===== src/rtl/spectrum_band_aggregator.sv =====
// ---------------------------------------------------------------------------
// spectrum_band_aggregator
//
// Reduces the 256 positive-frequency FFT magnitude bins to NUM_BANDS band
// levels (maximum magnitude per band). Bins are folded into a working array
// while the frame streams in. On the FFT done pulse the working array is
// committed into the level array one band per cycle, and the working array
// is cleared behind it. The display side polls levels through a registered
// read port.
//
// Optional feature (compile-time macro):
//   SPECTRUM_PEAK_HOLD_EN - adds per-band peak-hold registers that decay by
//                           peak >> DECAY_SHIFT on every committed frame.
//                           When undefined, o_rd_peak mirrors o_rd_level.
//
// Ports:
//   clk            system clock, rising edge
//   rst_n          asynchronous active-low reset
//   i_mag_addr     FFT bin index of the current magnitude
//   i_mag_data     unsigned magnitude
//   i_mag_valid    magnitude strobe (at most one bin per cycle)
//   i_fft_done     single-cycle end-of-frame pulse
//   i_rd_band      band index to read
//   o_rd_level     committed level of i_rd_band (1-cycle latency)
//   o_rd_peak      peak-hold of i_rd_band (1-cycle latency)
//   o_frame_valid  one-cycle pulse when a frame has been fully committed
//   o_frame_count  committed-frame counter, wraps
//   o_committing   high while the commit sweep runs
//   o_overrun      sticky flag: a magnitude arrived during a commit sweep
// ---------------------------------------------------------------------------
module spectrum_band_aggregator #(
  parameter int  DATA_WIDTH     = 24,
  parameter int  BIN_ADDR_WIDTH = 9,
  parameter int  NUM_BANDS      = 16,
  parameter int  DECAY_SHIFT    = 4,
  localparam int BAND_W         = $clog2(NUM_BANDS)
) (
  input  logic                      clk,
  input  logic                      rst_n,
  input  logic [BIN_ADDR_WIDTH-1:0] i_mag_addr,
  input  logic [DATA_WIDTH-1:0]     i_mag_data,
  input  logic                      i_mag_valid,
  input  logic                      i_fft_done,
  input  logic [BAND_W-1:0]         i_rd_band,
  output logic [DATA_WIDTH-1:0]     o_rd_level,
  output logic [DATA_WIDTH-1:0]     o_rd_peak,
  output logic                      o_frame_valid,
  output logic [15:0]               o_frame_count,
  output logic                      o_committing,
  output logic                      o_overrun
);

  localparam logic [1:0]        S_IDLE    = 2'd0;
  localparam logic [1:0]        S_COLLECT = 2'd1;
  localparam logic [1:0]        S_COMMIT  = 2'd2;
  localparam logic [BAND_W-1:0] LAST_BAND = BAND_W'(NUM_BANDS - 1);

  logic [1:0]            r_state;
  logic [BAND_W-1:0]     r_k;
  logic [DATA_WIDTH-1:0] r_work  [NUM_BANDS];
  logic [DATA_WIDTH-1:0] r_level [NUM_BANDS];
  logic                  r_frame_valid;
  logic [15:0]           r_frame_count;
  logic                  r_overrun;
  logic [DATA_WIDTH-1:0] r_rd_level;

  logic                  w_commit;
  logic                  w_bin_ok;
  logic                  w_accept;
  logic [BAND_W-1:0]     w_band;

  assign w_commit = (r_state == S_COMMIT);
  // Only bins 1..255 carry information: bin 0 is DC, 256 and up mirror.
  assign w_bin_ok = ~|(i_mag_addr >> 8) & (i_mag_addr[7:0] != 8'd0);
  // Samples are dropped during the sweep so the committed frame is atomic.
  assign w_accept = i_mag_valid & w_bin_ok & ~w_commit;
  assign w_band   = i_mag_addr[7 -: BAND_W];

  // Control: frame state, commit band counter, frame flags.
  always_ff @(posedge clk or negedge rst_n) begin
    if (!rst_n) begin
      r_state       <= S_IDLE;
      r_k           <= '0;
      r_frame_valid <= 1'b0;
      r_frame_count <= '0;
      r_overrun     <= 1'b0;
    end else begin
      r_frame_valid <= 1'b0;
      if (w_commit && i_mag_valid) r_overrun <= 1'b1;
      case (r_state)
        S_IDLE: begin
          if (i_fft_done)       r_state <= S_COMMIT;
          else if (i_mag_valid) r_state <= S_COLLECT;
        end
        S_COLLECT: begin
          if (i_fft_done) r_state <= S_COMMIT;
        end
        S_COMMIT: begin
          // A done pulse arriving here is ignored on purpose.
          if (r_k == LAST_BAND) begin
            r_state       <= S_IDLE;
            r_k           <= '0;
            r_frame_valid <= 1'b1;
            r_frame_count <= r_frame_count + 16'd1;
          end else begin
            r_k <= r_k + BAND_W'(1);
          end
        end
        default: r_state <= S_IDLE;
      endcase
    end
  end

  // Working/level arrays: max-accumulate while collecting, sweep on commit.
  always_ff @(posedge clk or negedge rst_n) begin
    if (!rst_n) begin
      for (int i = 0; i < NUM_BANDS; i++) begin
        r_work[i]  <= '0;
        r_level[i] <= '0;
      end
    end else if (w_commit) begin
      r_level[r_k] <= r_work[r_k];
      r_work[r_k]  <= '0;
    end else if (w_accept && (i_mag_data > r_work[w_band])) begin
      r_work[w_band] <= i_mag_data;
    end
  end

  // Registered read port, independent of the frame state.
  always_ff @(posedge clk or negedge rst_n) begin
    if (!rst_n) r_rd_level <= '0;
    else        r_rd_level <= r_level[i_rd_band];
  end

`ifdef SPECTRUM_PEAK_HOLD_EN
  logic [DATA_WIDTH-1:0] r_peak [NUM_BANDS];
  logic [DATA_WIDTH-1:0] r_rd_peak;

  // New peak: the fresh level if it beats the decayed peak, else the decay.
  function automatic logic [DATA_WIDTH-1:0] peak_next(
    input logic [DATA_WIDTH-1:0] level,
    input logic [DATA_WIDTH-1:0] peak
  );
    logic [DATA_WIDTH-1:0] decayed;
    decayed = peak - (peak >> DECAY_SHIFT);
    return (level >= decayed) ? level : decayed;
  endfunction

  always_ff @(posedge clk or negedge rst_n) begin
    if (!rst_n) begin
      for (int i = 0; i < NUM_BANDS; i++) r_peak[i] <= '0;
    end else if (w_commit) begin
      r_peak[r_k] <= peak_next(r_work[r_k], r_peak[r_k]);
    end
  end

  always_ff @(posedge clk or negedge rst_n) begin
    if (!rst_n) r_rd_peak <= '0;
    else        r_rd_peak <= r_peak[i_rd_band];
  end

  assign o_rd_peak = r_rd_peak;
`else
  assign o_rd_peak = r_rd_level;
`endif

  assign o_rd_level    = r_rd_level;
  assign o_frame_valid = r_frame_valid;
  assign o_frame_count = r_frame_count;
  assign o_committing  = w_commit;
  assign o_overrun     = r_overrun;

endmodule


===== config.mk =====
export PLATFORM = sky130hd
export DESIGN_NAME = spectrum_band_aggregator
export DESIGN_NICKNAME = d
export VERILOG_FILES = /design/src/rtl/spectrum_band_aggregator.sv
export SDC_FILE = /design/constraint.sdc
export NUM_CORES = 2
export LEC_CHECK = 0
export ABC_AREA = 1
export CAP_MARGIN = 20
export CELL_PAD_IN_SITES_DETAIL_PLACEMENT = 1
export CELL_PAD_IN_SITES_GLOBAL_PLACEMENT = 2
export CORE_UTILIZATION = 42
export CTS_BUF_LIST = sky130_fd_sc_hd__clkbuf_2
export DETAILED_ROUTE_END_ITERATION = 7
export PLACE_DENSITY_LB_ADDON = 0.1
export SLEW_MARGIN = 20
export SYNTH_ARGS = -nofsm -noshare
export SYNTH_HDL_FRONTEND = slang
export SYNTH_SLANG_ARGS = --single-unit

===== constraint.sdc =====
create_clock -name clk -period 5.65 [get_ports clk]
set_input_delay 0.8475 -clock clk [delete_from_list [all_inputs] [get_ports clk]]
set_output_delay 0.8475 -clock clk [all_outputs]
set_load 0.05 [all_outputs]

==> flow_metrics.tcl <==
set metrics [dict create \
    wl_met1_mm 82.3 \
    clk_pin_slew_worst_paths_ns 0.10 \
    grt_pass1_wl_mm 300 \
    path_max_fanout 32 \
    synth_top_area_share 0.448 \
    avgSynthCellArea_um2 7.58 \
    critical_path.cell_chain "nor2_4 -> buf_4 -> clkdlybuf4s50_1" \
    ys_async_sr_fraction 1.00 \
    drc_errors 0 \
    synth_cell_types 37 \
    combPwrFrac 0.490 \
    hp-class "in -> reg" \
    postRouteAntennaNets 0 \
    worstPathRequired_ns 4.80 \
    gp_congestion 0.983 \
    wl_met2_mm 89.8 \
    instances_no_fill 7558 \
    drt_iter0_drc 4137 \
    swShare 0.512 \
    routed_wl_mm 199 \
    setup_viol 0 \
    synth_area_leader_cell "dfrtp_1" \
    die_area_um2 110000 \
    rows 120 \
    synth_area_um2 45500 \
    clk_latency_ns 1.64 \
    synth_warnings 0 \
    grt_max_degree 148 \
    p_leak_nw 22.6 \
    tightest_slew_ns 1.20 \
    dieWidth_um 331 \
    fp.dieH_um 331 \
    overflow 0 \
    cts_made_buffers 227 \
    dp_cells 7174 \
    maxSlewHeadroom 0.200 \
    start_util 0.424 \
    cap_violations 0 \
    wl_per_cell_um 26.3 \
    end_kind "primary output" \
    ys.flop_type "dfrtp_1" \
    synth_edf_count 0 \
    finalSetupTns_ns 0 \
    via_per_inst 6.10 \
    antenna_found_initial 5 \
    finalClockSkew_ns 0.141 \
    synth_common_cells "nand2_1, dfrtp_1, o21ai_0" \
    wl_met3_mm 13.6 \
    min_period_ns 4.52 \
    cts_sinks 816 \
    clock_tree.buffer_depth 3 \
    cp.arrival_ns 3.68 \
    powerDensity_nw_per_um2 513 \
    syn_nets 6076 \
    cts_tree "done" \
    synth-seq-cells 816 \
    timing.final.hold_violations 0 \
    seq_power_share 0.340 \
    grtUsageTotal 0.359 \
    syn_to_final_growth_pct 10.5 \
    yosysMostFrequentCell "nand2_1" \
    slowest_delay_ns 0.92 \
    root_buffer "clkbuf_2" \
    drive_above_1_share 0.104 \
    dp_hpwl_mm 125 \
    postCtsHoldBufs 13 \
    syn_inst 6006 \
    post-route-period-util 0.801 \
    r2r_slack_ns 1.61 \
    fmax_mhz 221 \
    post_cts_buffers 0 \
    ios 108 \
    portBuffers 107 \
    rsz0062_at_grt "no" \
    final_area_um2 50300 \
    ys_seq_area_frac 0.448 \
    p_clk_frac 0.170 \
    post_dp_cell_area_um2 48200 \
    critPathKind "reg -> out" \
    critPathSlowestCell "clkdlybuf4s50_1" \
    irDropWorstVdd_v 0.000458 \
    nNetsFinal 6085 \
    finalMaxSlewViolations 0 \
    first_global_vias 46600 \
    vias 46100 \
    cts_max_level 4 \
    outcome "finished clean" \
    p_switching_mw 13.2 \
    drtPass1Iterations 5 \
    top_layer "met4" \
    p_int_mw 12.6 \
    cts_resized 0 \
    ys_top_cells_by_area "dfrtp_1, nand2_1, o21ai_0" \
    core-area_um2 107000 \
    start_kind "flip-flop" \
]
-- metrics by stage --
step / utilization / hold slack (ns) / setup slack, ns / power (mW)
after CTS: 0.468 / 0.0401 / 0.964 / 25.6
after global placement: 0.448 / 0.415 / 0.420 / 20.9
after detailed placement: 0.449 / 0.453 / 0.279 / 21.2
final: 0.469 / 0.242 / 1.13 / 25.8
after floorplan: - / 0.406 / 1.92 / 16.1
after global routing: 0.469 / 0.149 / 1.00 / 27.3
-- layer usage --
metal,vias up,GRT usage
li1,20700,-
met1,23100,0.464
met2,1855,0.556
met3,496,0.0620
met4,0,0.233
met5,-,0
-- power groups by stage --
stage / combinational, mW / sequential (mW) / clock, mW
floorplan: 7.46 / 8.67 / 0
global placement: 12.1 / 8.78 / 0
detailed placement: 12.3 / 8.87 / 0
CTS: 12.4 / 8.75 / 4.50
global route: 13.6 / 9.00 / 4.75
finish: 12.7 / 8.78 / 4.38
-- registers in the layout, indices dropped and copies added, names as in the netlist --
name	count
r_level	384
r_work	384
o_rd_level	24
o_frame_count	16
r_k	4
r_state	2
o_frame_valid	1
o_overrun	1
-- layout make-up --
type	count	area (µm²)
clock buffers	327	1640
fillers	13300	57000
diodes	1	2.50
inverters	613	2320
multi-input cells	4035	20800
repair buffers	322	3130
flip-flops and latches	816	20400
well taps	1403	1760
clock inverters	41	282
-- worst max-delay path, delay by kind of cell (launching register included) --
| kind | cells | cell delay [ns] |
|---|---|---|
| DFF | 1 | 0.44 |
| buffers and inverters | 2 | 1.44 |
| and+or+nand+nor | 1 | 0.20 |
-- layout by cell type, fill, tap and decap left out, drive strengths merged, types with 24 or more instances in the layout --
master and count:
inv 606, a21oi 505, o211ai 48, nand3 452, o32ai 337, nand2 1420, clkinv 44, clkbuf 327
clkdlybuf4s50 103, buf 207, dfrtp 816, o221ai 47, o21ai 690, ha 29, o22ai 193, mux2i 24
nand4 27, nor2 207
-- final timing paths --
check                                  start                 to  cells past startpoint
min                             i_rd_band[3]     o_rd_level[20]                      4
min in group asynchronous              rst_n       r_level[135]                      4
max reg2reg                           r_k[0]       r_level[349]                      9
max in group asynchronous              rst_n        r_work[304]                      4
min reg2reg                o_frame_count[15]  o_frame_count[15]                      1
max                               r_state[0]       o_committing                      3
-- cell families (layout without fill, tap and decap cells) --
kind of cell             after synthesis  count (layout)  synth area share
XOR/XNOR                              16              16           0.00308
other                                  0               1                 0
AND/OR/NAND/NOR                     2119            2119             0.192
AO/OA/AOI/OAI                       1847            1847             0.244
flip-flops                           816             816             0.448
adder cells (fa/ha/maj)               29              29           0.00797
multiplexers                          24              24           0.00527
buffers and inverters               1155            1303            0.0996
Power figures use the tool's default switching activity.
